### config.mk
export PLATFORM = sky130hd
export DESIGN_NAME = mem_access_ctrl
export DESIGN_NICKNAME = d
export VERILOG_FILES = /design/src/rtl/mem_access_ctrl_pkg.sv /design/src/rtl/mem_access_ctrl_lane_ctrl.sv /design/src/rtl/mem_access_ctrl.sv
export SDC_FILE = /design/constraint.sdc
export NUM_CORES = 1
export LEC_CHECK = 0
export CAP_MARGIN = 20
export CORE_MARGIN = 10
export CORE_UTILIZATION = 49
export DETAILED_ROUTE_END_ITERATION = 6
export GPL_TIMING_DRIVEN = 1
export PLACE_DENSITY = 0.91
export SYNTH_ARGS = -nofsm -noshare
export SYNTH_HDL_FRONTEND = slang
export SYNTH_HIERARCHICAL = 1
export SYNTH_SLANG_ARGS = --single-unit
### constraint.sdc
create_clock -name clk -period 6.8 [get_ports clk]
set_clock_uncertainty 0.2 [all_clocks]
set_input_delay 0.68 -clock clk [delete_from_list [all_inputs] [get_ports clk]]
set_output_delay 0.68 -clock clk [all_outputs]
set_load 0.02 [all_outputs]
### src/rtl/mem_access_ctrl_pkg.sv
// Shared definitions for the memory access controller: MIPS load/store opcodes,
// error-cause encoding and opcode classification helpers.
package mem_access_ctrl_pkg;

    localparam logic [5:0] OP_LB  = 6'h20;
    localparam logic [5:0] OP_LH  = 6'h21;
    localparam logic [5:0] OP_LW  = 6'h23;
    localparam logic [5:0] OP_LBU = 6'h24;
    localparam logic [5:0] OP_LHU = 6'h25;
    localparam logic [5:0] OP_SB  = 6'h28;
    localparam logic [5:0] OP_SH  = 6'h29;
    localparam logic [5:0] OP_SW  = 6'h2B;

    typedef enum logic [1:0] {
        ERR_NONE = 2'd0,
        ERR_ADEL = 2'd1,
        ERR_ADES = 2'd2,
        ERR_BUS  = 2'd3
    } err_kind_e;

    function automatic logic is_load(input logic [5:0] op);
        logic r;
        case (op)
            OP_LB, OP_LH, OP_LW, OP_LBU, OP_LHU: r = 1'b1;
            default:                             r = 1'b0;
        endcase
        return r;
    endfunction

    function automatic logic is_store(input logic [5:0] op);
        logic r;
        case (op)
            OP_SB, OP_SH, OP_SW: r = 1'b1;
            default:             r = 1'b0;
        endcase
        return r;
    endfunction

    function automatic logic is_mem_op(input logic [5:0] op);
        return is_load(op) | is_store(op);
    endfunction

endpackage

### src/rtl/mem_access_ctrl_lane_ctrl.sv
// Combinational byte-lane logic: byte enables, store-data replication,
// load-data extension and alignment check for one load/store opcode.
module lane_ctrl
    import mem_access_ctrl_pkg::*;
(
    input  logic [5:0]  opcode,
    input  logic [1:0]  addr_lo,
    input  logic [31:0] wdata_in,
    input  logic [31:0] mem_rdata,
    output logic [3:0]  be,
    output logic [31:0] wdata,
    output logic [31:0] rdata_ext,
    output logic        misaligned
);

    logic [15:0] half_s;
    logic [7:0]  byte_s;

    // Lane selection, replication and extension per access size
    always_comb begin
        be         = 4'b0000;
        wdata      = 32'h0000_0000;
        rdata_ext  = 32'h0000_0000;
        misaligned = 1'b0;
        half_s     = addr_lo[1] ? mem_rdata[31:16] : mem_rdata[15:0];
        byte_s     = mem_rdata[{addr_lo, 3'b000} +: 8];
        case (opcode)
            OP_LW, OP_SW: begin
                be         = 4'b1111;
                wdata      = wdata_in;
                rdata_ext  = mem_rdata;
                misaligned = (addr_lo != 2'b00);
            end
            OP_LH, OP_LHU, OP_SH: begin
                be         = addr_lo[1] ? 4'b1100 : 4'b0011;
                wdata      = {2{wdata_in[15:0]}};
                misaligned = addr_lo[0];
                if (opcode == OP_LH) begin
                    rdata_ext = {{16{half_s[15]}}, half_s};
                end else begin
                    rdata_ext = {16'h0000, half_s};
                end
            end
            OP_LB, OP_LBU, OP_SB: begin
                be    = 4'b0001 << addr_lo;
                wdata = {4{wdata_in[7:0]}};
                if (opcode == OP_LB) begin
                    rdata_ext = {{24{byte_s[7]}}, byte_s};
                end else begin
                    rdata_ext = {24'h00_0000, byte_s};
                end
            end
            default: begin
                be         = 4'b0000;
                wdata      = 32'h0000_0000;
                rdata_ext  = 32'h0000_0000;
                misaligned = 1'b0;
            end
        endcase
    end

endmodule

### src/rtl/mem_access_ctrl.sv
// Load/store controller between the CPU control FSM and a ready-handshake
// memory: request sequencing, timeout, exceptions and registered results.
module mem_access_ctrl
    import mem_access_ctrl_pkg::*;
#(
    parameter logic [7:0] TIMEOUT = 8'd255
) (
    input  logic        clk,
    input  logic        rst,
    input  logic        start,
    input  logic [5:0]  opcode,
    input  logic [31:0] addr,
    input  logic [31:0] wdata_in,
    output logic        mem_req,
    output logic        mem_we,
    output logic [31:0] mem_addr,
    output logic [3:0]  mem_be,
    output logic [31:0] mem_wdata,
    input  logic [31:0] mem_rdata,
    input  logic        mem_ready,
    output logic        done,
    output logic [31:0] rdata,
    output logic        adel,
    output logic        ades,
    output logic        bus_err
);

    typedef enum logic [1:0] {
        S_IDLE = 2'd0,
        S_REQ  = 2'd1,
        S_DONE = 2'd2,
        S_ERR  = 2'd3
    } state_e;

    state_e      state_q, state_d;
    err_kind_e   err_q, err_d;
    logic [7:0]  cnt_q, cnt_d;
    logic [5:0]  op_q, op_d;
    logic [1:0]  addr_lo_q, addr_lo_d;
    logic        mem_req_q, mem_req_d;
    logic        mem_we_q, mem_we_d;
    logic [31:0] mem_addr_q, mem_addr_d;
    logic [3:0]  mem_be_q, mem_be_d;
    logic [31:0] mem_wdata_q, mem_wdata_d;
    logic        done_q, done_d;
    logic [31:0] rdata_q, rdata_d;
    logic        adel_q, adel_d;
    logic        ades_q, ades_d;
    logic        bus_err_q, bus_err_d;

    logic        idle_s;
    logic [5:0]  lc_op_s;
    logic [1:0]  lc_addr_s;
    logic [3:0]  lc_be_s;
    logic [31:0] lc_wdata_s;
    logic [31:0] lc_rdata_s;
    logic        lc_misaligned_s;
    logic [7:0]  cnt_inc_s;

    // In IDLE the lane logic looks at the live request; afterwards at the latched one
    assign idle_s    = (state_q == S_IDLE);
    assign lc_op_s   = idle_s ? opcode : op_q;
    assign lc_addr_s = idle_s ? addr[1:0] : addr_lo_q;
    assign cnt_inc_s = cnt_q + 8'd1;

    lane_ctrl u_lane_ctrl (
        .opcode     (lc_op_s),
        .addr_lo    (lc_addr_s),
        .wdata_in   (wdata_in),
        .mem_rdata  (mem_rdata),
        .be         (lc_be_s),
        .wdata      (lc_wdata_s),
        .rdata_ext  (lc_rdata_s),
        .misaligned (lc_misaligned_s)
    );

    // Next-state and next-output computation
    always_comb begin
        state_d     = state_q;
        err_d       = err_q;
        cnt_d       = cnt_q;
        op_d        = op_q;
        addr_lo_d   = addr_lo_q;
        mem_req_d   = mem_req_q;
        mem_we_d    = mem_we_q;
        mem_addr_d  = mem_addr_q;
        mem_be_d    = mem_be_q;
        mem_wdata_d = mem_wdata_q;
        rdata_d     = rdata_q;
        done_d      = 1'b0;
        adel_d      = 1'b0;
        ades_d      = 1'b0;
        bus_err_d   = 1'b0;
        case (state_q)
            S_IDLE: begin
                if (start && is_mem_op(opcode)) begin
                    op_d      = opcode;
                    addr_lo_d = addr[1:0];
                    if (lc_misaligned_s) begin
                        state_d = S_ERR;
                        err_d   = is_store(opcode) ? ERR_ADES : ERR_ADEL;
                    end else begin
                        state_d     = S_REQ;
                        cnt_d       = 8'd0;
                        mem_req_d   = 1'b1;
                        mem_we_d    = is_store(opcode);
                        mem_addr_d  = {addr[31:2], 2'b00};
                        mem_be_d    = lc_be_s;
                        mem_wdata_d = lc_wdata_s;
                    end
                end else begin
                    state_d = S_IDLE;
                end
            end
            S_REQ: begin
                // Completion wins over a simultaneous timeout
                if (mem_ready) begin
                    state_d   = S_DONE;
                    mem_req_d = 1'b0;
                    mem_we_d  = 1'b0;
                    done_d    = 1'b1;
                    if (is_load(op_q)) begin
                        rdata_d = lc_rdata_s;
                    end else begin
                        rdata_d = rdata_q;
                    end
                end else if (cnt_inc_s == TIMEOUT) begin
                    state_d   = S_ERR;
                    err_d     = ERR_BUS;
                    cnt_d     = cnt_inc_s;
                    mem_req_d = 1'b0;
                    mem_we_d  = 1'b0;
                end else begin
                    cnt_d = cnt_inc_s;
                end
            end
            S_DONE: begin
                state_d = S_IDLE;
            end
            S_ERR: begin
                state_d = S_IDLE;
                err_d   = ERR_NONE;
                case (err_q)
                    ERR_ADEL: adel_d    = 1'b1;
                    ERR_ADES: ades_d    = 1'b1;
                    ERR_BUS:  bus_err_d = 1'b1;
                    default:  adel_d    = 1'b0;
                endcase
            end
            default: begin
                state_d = S_IDLE;
            end
        endcase
    end

    // State and output registers with synchronous reset
    always_ff @(posedge clk) begin
        if (rst) begin
            state_q     <= S_IDLE;
            err_q       <= ERR_NONE;
            cnt_q       <= 8'd0;
            op_q        <= 6'd0;
            addr_lo_q   <= 2'b00;
            mem_req_q   <= 1'b0;
            mem_we_q    <= 1'b0;
            mem_addr_q  <= 32'h0000_0000;
            mem_be_q    <= 4'b0000;
            mem_wdata_q <= 32'h0000_0000;
            done_q      <= 1'b0;
            rdata_q     <= 32'h0000_0000;
            adel_q      <= 1'b0;
            ades_q      <= 1'b0;
            bus_err_q   <= 1'b0;
        end else begin
            state_q     <= state_d;
            err_q       <= err_d;
            cnt_q       <= cnt_d;
            op_q        <= op_d;
            addr_lo_q   <= addr_lo_d;
            mem_req_q   <= mem_req_d;
            mem_we_q    <= mem_we_d;
            mem_addr_q  <= mem_addr_d;
            mem_be_q    <= mem_be_d;
            mem_wdata_q <= mem_wdata_d;
            done_q      <= done_d;
            rdata_q     <= rdata_d;
            adel_q      <= adel_d;
            ades_q      <= ades_d;
            bus_err_q   <= bus_err_d;
        end
    end

    assign mem_req   = mem_req_q;
    assign mem_we    = mem_we_q;
    assign mem_addr  = mem_addr_q;
    assign mem_be    = mem_be_q;
    assign mem_wdata = mem_wdata_q;
    assign done      = done_q;
    assign rdata     = rdata_q;
    assign adel      = adel_q;
    assign ades      = ades_q;
    assign bus_err   = bus_err_q;

endmodule

### Yosys cells after proc, flatten, opt, wreduce, memory -nomap -nowiden

Index checks and enable logic that the tools add are counted.

* add/sub/neg operators: 1
* equality and inequality tests: 34
* shift operators: 2
* multiplexer cells: 46
* bitwise gates (word level): 4
* reduce and logical (&&, ||, !) cells: 20

Operators by type and width (count)
* $pmux 32 s3: 2
* $eq 6x6->1 const B: 21
* $mux 32: 2
* $shiftx 32x6->8: 1
* $mux 8: 3
* $mux 1: 20
* $mux 2: 9
* $mux 16: 1
* $pmux 8 s2: 1
* $pmux 2 s3: 2
* $pmux 4 s3: 1
* $reduce_or 5->1: 2
* $reduce_or 3->1: 3
* $add 8x1->8 const B: 1
* $eq 2x2->1 const B: 4
* $eq 8x8->1 const B: 1
* $reduce_and 4->1: 2
* $reduce_or 2->1: 4
* $mux 6: 1
* $ne 2x2->1 const B: 3
* $pmux 1 s2: 3
* $reduce_and 3->1: 2
* $reduce_and 5->1: 1
* $eq 2x1->1 const B: 2
* 11 further kinds: 15

* flip-flop bits (word level): 124
* output and inout bits: 106
* logic and storage cells: 122

### Longest topological paths before layout

Gate-level depths: netlist of run 1.

* word-level depth: 12
* depth in mapped cells: 17
* mapped depth without buffers: 12

### Modules after synthesis

Netlist of run 1, hierarchy kept.

By module, submodules not included
* mem_access_ctrl: times used 1, cells an instance 584, area an instance 4768.3 µm²
* lane_ctrl: times used 1, cells an instance 141, area an instance 1172.4 µm²

### Worst setup path after synthesis of run 1

OpenSTA, ideal clock, no wires.

* path kind: reg-to-reg
* from: register state_q[0]
* to: register mem_addr_q[10], in the netlist mem_addr[10]
* setup time: 70 ps
* arrival time: 3166 ps
* data required time: 6530 ps
* setup slack: 3364 ps
* stages on the path, launching flop included: 17
* buffers on the path: 6
* clock period less this slack: 3436 ps
* cells stage by stage: dfxtp_1 buf_2 nor2_1 clkbuf_1 mux2_2 nor3b_1 and3_1 buf_2 nand2b_1 buf_2 a21boi_0 nor3_1 o211ai_1 buf_4 buf_2 nand2_1 a21oi_1

* word-level cells in the longest chain between the ends: 7
* elaborated cells between the ends (all ways): 14
* those cells by class: eq/ne (5); mux (3); bitwise (1); reduce/logical (5)

RTL lines
* from (decl): RTL line mem_access_ctrl.sv:35 `state_e state_q, state_d;`
* from (signal assigned): RTL line mem_access_ctrl.sv:175 `state_q <= state_d;`
* $logic_not 2->1 (*): RTL line mem_access_ctrl.sv:61 `assign idle_s = (state_q == S_IDLE);`
* $mux 6 (*): RTL line mem_access_ctrl.sv:62 `assign lc_op_s = idle_s ? opcode : op_q;`
* via lc_op_s[2]: RTL line mem_access_ctrl.sv:52 `logic [5:0] lc_op_s;`
* $eq 6x6->1: RTL line mem_access_ctrl_lane_ctrl.sv:27 `case (opcode)`
* $reduce_or 3->1 or $reduce_or 2->1 (tied branches): RTL line mem_access_ctrl_lane_ctrl.sv:27
* $pmux 1 s2 (*): RTL line mem_access_ctrl_lane_ctrl.sv:27
* via lc_misaligned_s: RTL line mem_access_ctrl.sv:57 `logic lc_misaligned_s;`
* $not 1->1 (no line) (*)
* $reduce_and 3->1 (no line) (*)
* to (signal assigned): RTL line mem_access_ctrl.sv:182 `mem_addr_q <= mem_addr_d;`
* to (decl): RTL line mem_access_ctrl.sv:42 `logic [31:0] mem_addr_q, mem_addr_d;`

Mark *: on every way through the listed nets, which the timed path passes. The rest lies on a longest branch.
A chain may end at the register's enable or synchronous reset.

### Worst setup path after layout of run 1

* from: register state_q[0]
* to: register mem_we_q, in the netlist mem_we

* word-level cells in the longest chain between the ends: 7
* elaborated cells between the ends (all ways): 19
* those cells by class: eq/ne (9); mux (4); reduce/logical (6)

RTL lines
* $logic_not 2->1 (*): RTL line mem_access_ctrl.sv:61
* $mux 6 (*): RTL line mem_access_ctrl.sv:62
* via lc_op_s[2]: RTL line mem_access_ctrl.sv:52
* $eq 6x6->1: RTL line mem_access_ctrl_lane_ctrl.sv:27
* $reduce_or 3->1 or $reduce_or 2->1 (tied branches): RTL line mem_access_ctrl_lane_ctrl.sv:27
* $pmux 1 s2 (*): RTL line mem_access_ctrl_lane_ctrl.sv:27
* via lc_misaligned_s: RTL line mem_access_ctrl.sv:57
* $ne 2x2->1 (no line) (*)
* $reduce_and 4->1 (no line) (*)
* to (signal assigned): RTL line mem_access_ctrl.sv:181 `mem_we_q <= mem_we_d;`
* to (decl): RTL line mem_access_ctrl.sv:41 `logic mem_we_q, mem_we_d;`

Marks and branches as above.

==> results.toml, run 1 <==
[setup_path]
setup.worst_path.class = "register to register"
endpoint_kind = "register"
worstPathRequired_ns = 6.88
critPathMaxFanout = 67
cp-start-kind = "register"
timing.critical_path.arrival_ns = 4.71

[yosys]
netlist.area_leader.share_pct = 41.8
synth_seq_cells = 124
yosysWarnings = 6
synth.area.top_cells = "dfxtp_1 42%, nand2_1 14%, a21oi_1 8.8%"
ys_seq_area_share_pct = 41.8
synthCells = 725
syn_area_um2 = 5940
syn_avg_cell_area_um2 = 8.19
synth_top_area_cell = "dfxtp_1"
synth_edf_count = 0
synthFlopType = "dfxtp_1"
synth_cell_types = 60
synthArstFlopShare_pct = 0

[clock_tree]
clock-sinks = 124
cts_root_buf = "clkbuf_16"
cts-htree-levels = 4
clk_latency_ns = 0.42
postCtsResizedCells = 0
cts_tree = "yes"
clk_path_buf_depth = 2
hold_buffers = 0
cts_setup_buffers = 0
cts_made_buffers = 17
path_clk_slew_ns = 0.06

[timing]
hold_viol = 0
finalSetupTns_ns = 0
grt_setup_unrepaired = "no"
fin_crit_ns = 4.63
finalSetupViolCount = 0
slew_headroom_pct = 42.1
whs_ns = 0.247
max_slew.worst_pin.slew_ns = 0.868
finalCritPeriodShare_pct = 68.1
max_freq_mhz = 216
final_max_slew_viol_count = 0

[placement]
gp_congestion = 0.871
port_buffers = 209
hpwl_mm = 14.1

[route]
drc_errors = 0
postRouteAntennaNets = 0
vias_per_cell = 5.57
wl_mm = 19.6
detail_route.wl_per_cell_um = 18.5
firstDrtPassIters = 5
vias = 5915
drt-initial-drc-count = 371

[pwr]
ir_drop_v = 0.000150
p_leak_nw = 3.11
power.density_nw_per_um2 = 215

[finish]
area_growth_pct = 43.6
layout_common_cells = "222 x nand2_1, 208 x clkdlybuf4s50_1, 124 x dfxtp_1"
final_layout_size_suffix_gt1_share_pct = 7.44
multi_input_area_um2 = 3110
final_common_cell = "nand2_1"
layout.nets = 1009
fill_cells = 918
antenna_cells = 0
final-seq-area_um2 = 2480

[global_route]
grt-ovfl-total = 0
grt_max_degree = 69
grt_pass1_vias = 5708
grt_pass1_wl_mm = 30.0
antenna_found_initial = 0
gr-usage-all-layers_pct = 22.6

[floorplan]
die_area_um2 = 16900
start_util_pct = 49.7
dieHeight_um = 130
num_rows = 40
die_w_um = 130
io_pins = 212
core_um2 = 12000

[run]
maxCapViolCount = 0

[worst_hold_path]
hold_class = "register to register"

[outcome]
outcome = "finished clean"
-- state kept, by name (all words and copies together) (netlist names), 2 cells and up --
| name | cells |
|---|---|
| mem_be | 4 |
| op_q | 6 |
| err_q | 2 |
| mem_addr | 30 |
| addr_lo_q | 2 |
| cnt_q | 8 |
| state_q | 2 |
| rdata | 32 |
| mem_wdata | 32 |
-- path summary, 6_finish.rpt --
kind | cells after the start | slack (ns) | end | startpoint
setup reg to reg | 13 | 2.17 | mem_we$_SDFFE_PP0P_ | state_q[0]$_SDFFE_PP0P_
setup / recovery | 13 | 2.17 | mem_we$_SDFFE_PP0P_ | state_q[0]$_SDFFE_PP0P_
hold / removal | 2 | 0.25 | rdata[2]$_SDFFE_PP0P_ | rdata[2]$_SDFFE_PP0P_
hold reg to reg | 2 | 0.25 | rdata[2]$_SDFFE_PP0P_ | rdata[2]$_SDFFE_PP0P_
-- per-layer routing --
| layer | global-route usage, % | wire length (µm) |
|---|---|---|
| met4 | 9.72 | 391 |
| met5 | 0 | 0 |
| met2 | 36.7 | 9500 |
| met1 | 25.7 | 7570 |
| met3 | 9.09 | 2120 |
-- synth_stat cells, drive strengths merged (2+ instances only) --
| cell type | instances |
|---|---|
| a211oi | 6 |
| a221o | 16 |
| inv | 6 |
| nor2b | 20 |
| nor4b | 3 |
| clkbuf | 22 |
| nand2 | 222 |
| nor4bb | 2 |
| nor3b | 4 |
| o211ai | 4 |
| a311oi | 4 |
| a22o | 16 |
| mux4 | 9 |
| nand2b | 5 |
| o21ai | 13 |
| ha | 2 |
| mux2 | 6 |
| o21ba | 2 |
| o21bai | 3 |
| and2 | 4 |
| nor3 | 3 |
| a21oi | 105 |
| dfxtp | 124 |
| buf | 37 |
| a21o | 19 |
| a31oi | 3 |
| nor2 | 22 |
| mux2i | 15 |
| nand3 | 4 |
| nand3b | 2 |
| and3 | 6 |
-- cell families after synthesis --
group,Yosys count,share of synthesized area (%)
AO/OA/AOI/OAI,200,22.1
adder cells (fa/ha/maj),2,0.421
buffers and inverters,65,6.11
flip-flops,124,41.8
multiplexers,30,7.14
other,1,0.0631
AND/OR/NAND/NOR,303,22.4
-- cell type report --
| type | count | share of cell area, % |
|---|---|---|
| Multi-Input combinational cell | 537 | 36.4 |
| Sequential cell | 124 | 29.1 |
| Inverter | 6 | 0.264 |
| Clock inverter | 13 | 1.66 |
| Tap cell | 147 | 2.16 |
| Timing Repair Buffer | 215 | 25.1 |
| Clock buffer | 19 | 5.31 |
-- report_power, final --
part / internal (mW) / leakage [nW] / switching (mW)
sequential: 0.734 / 1.00 / 0.00428
combinational: 0.103 / 1.83 / 0.0908
clock: 0.560 / 0.286 / 0.340
total: 1.40 / 3.11 / 0.435
-- worst max-delay path: stages, from the launching register on --
cell	delay (ns)
dfxtp_1	0.38
nor2_1	0.60
mux2_2	0.43
nor3b_1	0.28
and3_1	0.19
buf_4	0.37
nand2b_1	0.39
a21boi_0	0.44
nor3_1	0.12
o211ai_1	0.10
buf_4	0.58
nor2_1	0.14
nor3_1	0.16
a211oi_1	0.09
-- per-stage QoR --
stage | cells | util (%) | total power, mW | area, µm² | setup slack, ns
after floorplan | 726 | - | 0.851 | 5940 | 3.36
after detailed placement | 1028 | 66.2 | 0.945 | 7920 | 2.11
after global placement | 1028 | 66.2 | 0.943 | 7920 | 2.23
after global routing | 1061 | 71.3 | 1.89 | 8530 | 1.76
final | 1061 | 71.3 | 1.83 | 8530 | 2.17
after CTS | 1060 | 71.2 | 1.84 | 8520 | 2.18
Power figures use the tool's default switching activity.
==> inputs of run 2 (changes only) <==
- CORE_UTILIZATION: 49 -> 41
- PLACE_DENSITY: 0.91 -> 0.82
- clock period: 6.8 -> 3.75 ns (I/O delays scaled with it)
==> run 2 against run 1 <==
Effect of this change:
- die area rose by 16%
- design area rose by 2.3%
- sequential power rose by 82%
- final cell count rose by 4.6%
- register-to-register slack got worse by 1.6 ns
- first-iteration DRC count rose by 23%
- critical endpoint is now mem_wdata[14]$_SDFFE_PP0P_
- largest cell class unchanged
==> results.toml, run 2 (synthesis results as in run 1) <==
[global_route]
grt_pass1_wl_mm = 31.5
antenna_found_initial = 0
gr-usage-all-layers_pct = 19.5
grt_max_degree = 79
grt-ovfl-total = 0
grt_pass1_vias = 5782

[timing]
finalSetupTns_ns = 0
grt_setup_unrepaired = "no"
max_freq_mhz = 310
finalCritPeriodShare_pct = 86.1
final_max_slew_viol_count = 0
hold_viol = 0
setup_slack_ns = 0.520
fin_crit_ns = 3.23
finalSetupViolCount = 0
slew_headroom_pct = 42.1
max_slew.worst_pin.slew_ns = 0.868

[setup_path]
r2r-end = "mem_wdata[14]$_SDFFE_PP0P_"
worstPathRequired_ns = 3.90
startpoint = "state_q[1]$_SDFFE_PP0P_"
crit_slowest_cell = "nor2b_4"
setup.worst_path.class = "register to register"
crit_buf_inv = 2
cp_top_family = "simple AND/OR/NAND/NOR gates"
timing.critical_path.arrival_ns = 3.38
endpoint_kind = "register"
worst-path-stages = 11
reg2reg_depth = 11
crit_end = "mem_wdata[14]$_SDFFE_PP0P_"
path_cells = "nor2_1 > mux2_2 > and3_1 > nand2b_1 > a21boi_0 > nor3_1 > nor2b_4 > buf_12 > buf_4 > nand2_1 > a21oi_1"
ff2ff_setup_slack_ns = 0.52
cp-start-kind = "register"
critPathMaxFanout = 36
slowest_delay_ns = 0.43
r2r_start = "state_q[1]$_SDFFE_PP0P_"

[floorplan]
start_util_pct = 42.3
core_um2 = 14000
io_pins = 212
num_rows = 43
die_w_um = 140
die_area_um2 = 19700
dieHeight_um = 140

[finish]
utilization_pct = 62.2
layout.nets = 1025
antenna_cells = 0
final_area_um2 = 8730
layout_common_cells = "222 x nand2_1, 208 x clkdlybuf4s50_1, 124 x dfxtp_1"
area_growth_pct = 47.0
final_common_cell = "nand2_1"
fill_cells = 1214
final_layout_size_suffix_gt1_share_pct = 9.03

[pwr]
power.total_mw = 3.40
p_leak_nw = 3.20
power.density_nw_per_um2 = 389
ir_drop_v = 0.000298

[clock_tree]
clk_path_buf_depth = 2
cts_root_buf = "clkbuf_16"
cts_setup_buffers = 0
clk_latency_ns = 0.42
cts-htree-levels = 4
postCtsResizedCells = 0
hold_buffers = 0
cts_tree = "yes"
path_clk_slew_ns = 0.06
cts_made_buffers = 17
clock-sinks = 124

[outcome]
outcome = "finished clean"

[placement]
gp_congestion = 0.874
hpwl_mm = 14.4
placed_area_um2 = 8100
port_buffers = 209
dp_slack_ns = -0.0271

[route]
drt-initial-drc-count = 456
vias_per_cell = 5.32
vias = 5903
wl_mm = 19.9
detail_route.wl_per_cell_um = 17.9
drc_errors = 0
firstDrtPassIters = 5
postRouteAntennaNets = 0

[worst_hold_path]
hold_depth = 2
hold_class = "register to register"

[run]
maxCapViolCount = 0
run 2: cell types whose count changed in the layout (fill, tap and decap cells not counted):
cell and change:
buf_4 +15, clkinv_2 -3, buf_12 +2, clkbuf_8 -2, clkinv_4 +2, buf_8 -1, bufinv_16 +1, clkinvlp_4 +1
inv_6 +1
run 2: cell type report:
cell class,count,area (µm²),share of cell area (%)
multi-input cells,537,3110,35.6
clock inverters,15,190,2.18
inverters,6,22.5,0.258
well taps,180,225,2.58
flip-flops and latches,124,2480,28.4
clock buffers,17,425,4.87
repair buffers,231,2280,26.1
run 2: how the worst min path moves through the flow:
stage	startpoint	end	slack, ns
finish	rdata[8]$_SDFFE_PP0P_	rdata[8]$_SDFFE_PP0P_	0.25
global route	rdata[8]$_SDFFE_PP0P_	rdata[8]$_SDFFE_PP0P_	0.26
CTS	rdata[8]$_SDFFE_PP0P_	rdata[8]$_SDFFE_PP0P_	0.25
detailed placement	rdata[3]$_SDFFE_PP0P_	rdata[3]$_SDFFE_PP0P_	0.24
global placement	rdata[11]$_SDFFE_PP0P_	rdata[11]$_SDFFE_PP0P_	0.24
floorplan	err_q[0]$_SDFFE_PP0P_	ades$_SDFF_PP0_	0.23
run 2: per-layer routing:
layer	track usage [%]	vias to the layer above	part of all wire (%)
li1	-	2898	-
met1	23.7	2736	42
met2	30.6	245	47
met3	7.20	24	9.9
met4	7.34	0	2.0
met5	0	-	0
run 2: worst register-to-register path, delay by kind of cell, from the launching register on:
kind	cells	cell delay, ns
muxes	1	0.39
and+or+nand+nor	6	1.45
AOI/OAI and AO/OA	2	0.29
buffers and inverters	2	0.52
DFF	1	0.31
run 2: stage by stage:
step                instances  hold WS, ns
finish                   1110        0.249
global route             1110        0.264
CTS                      1109        0.250
floorplan                 726        0.228
detailed placement       1077        0.243
global placement         1077        0.238
run 2: report_power, final:
part	switching [mW]	internal (mW)
clock network	0.641	1.05
registers	0.00682	1.33
logic	0.169	0.198
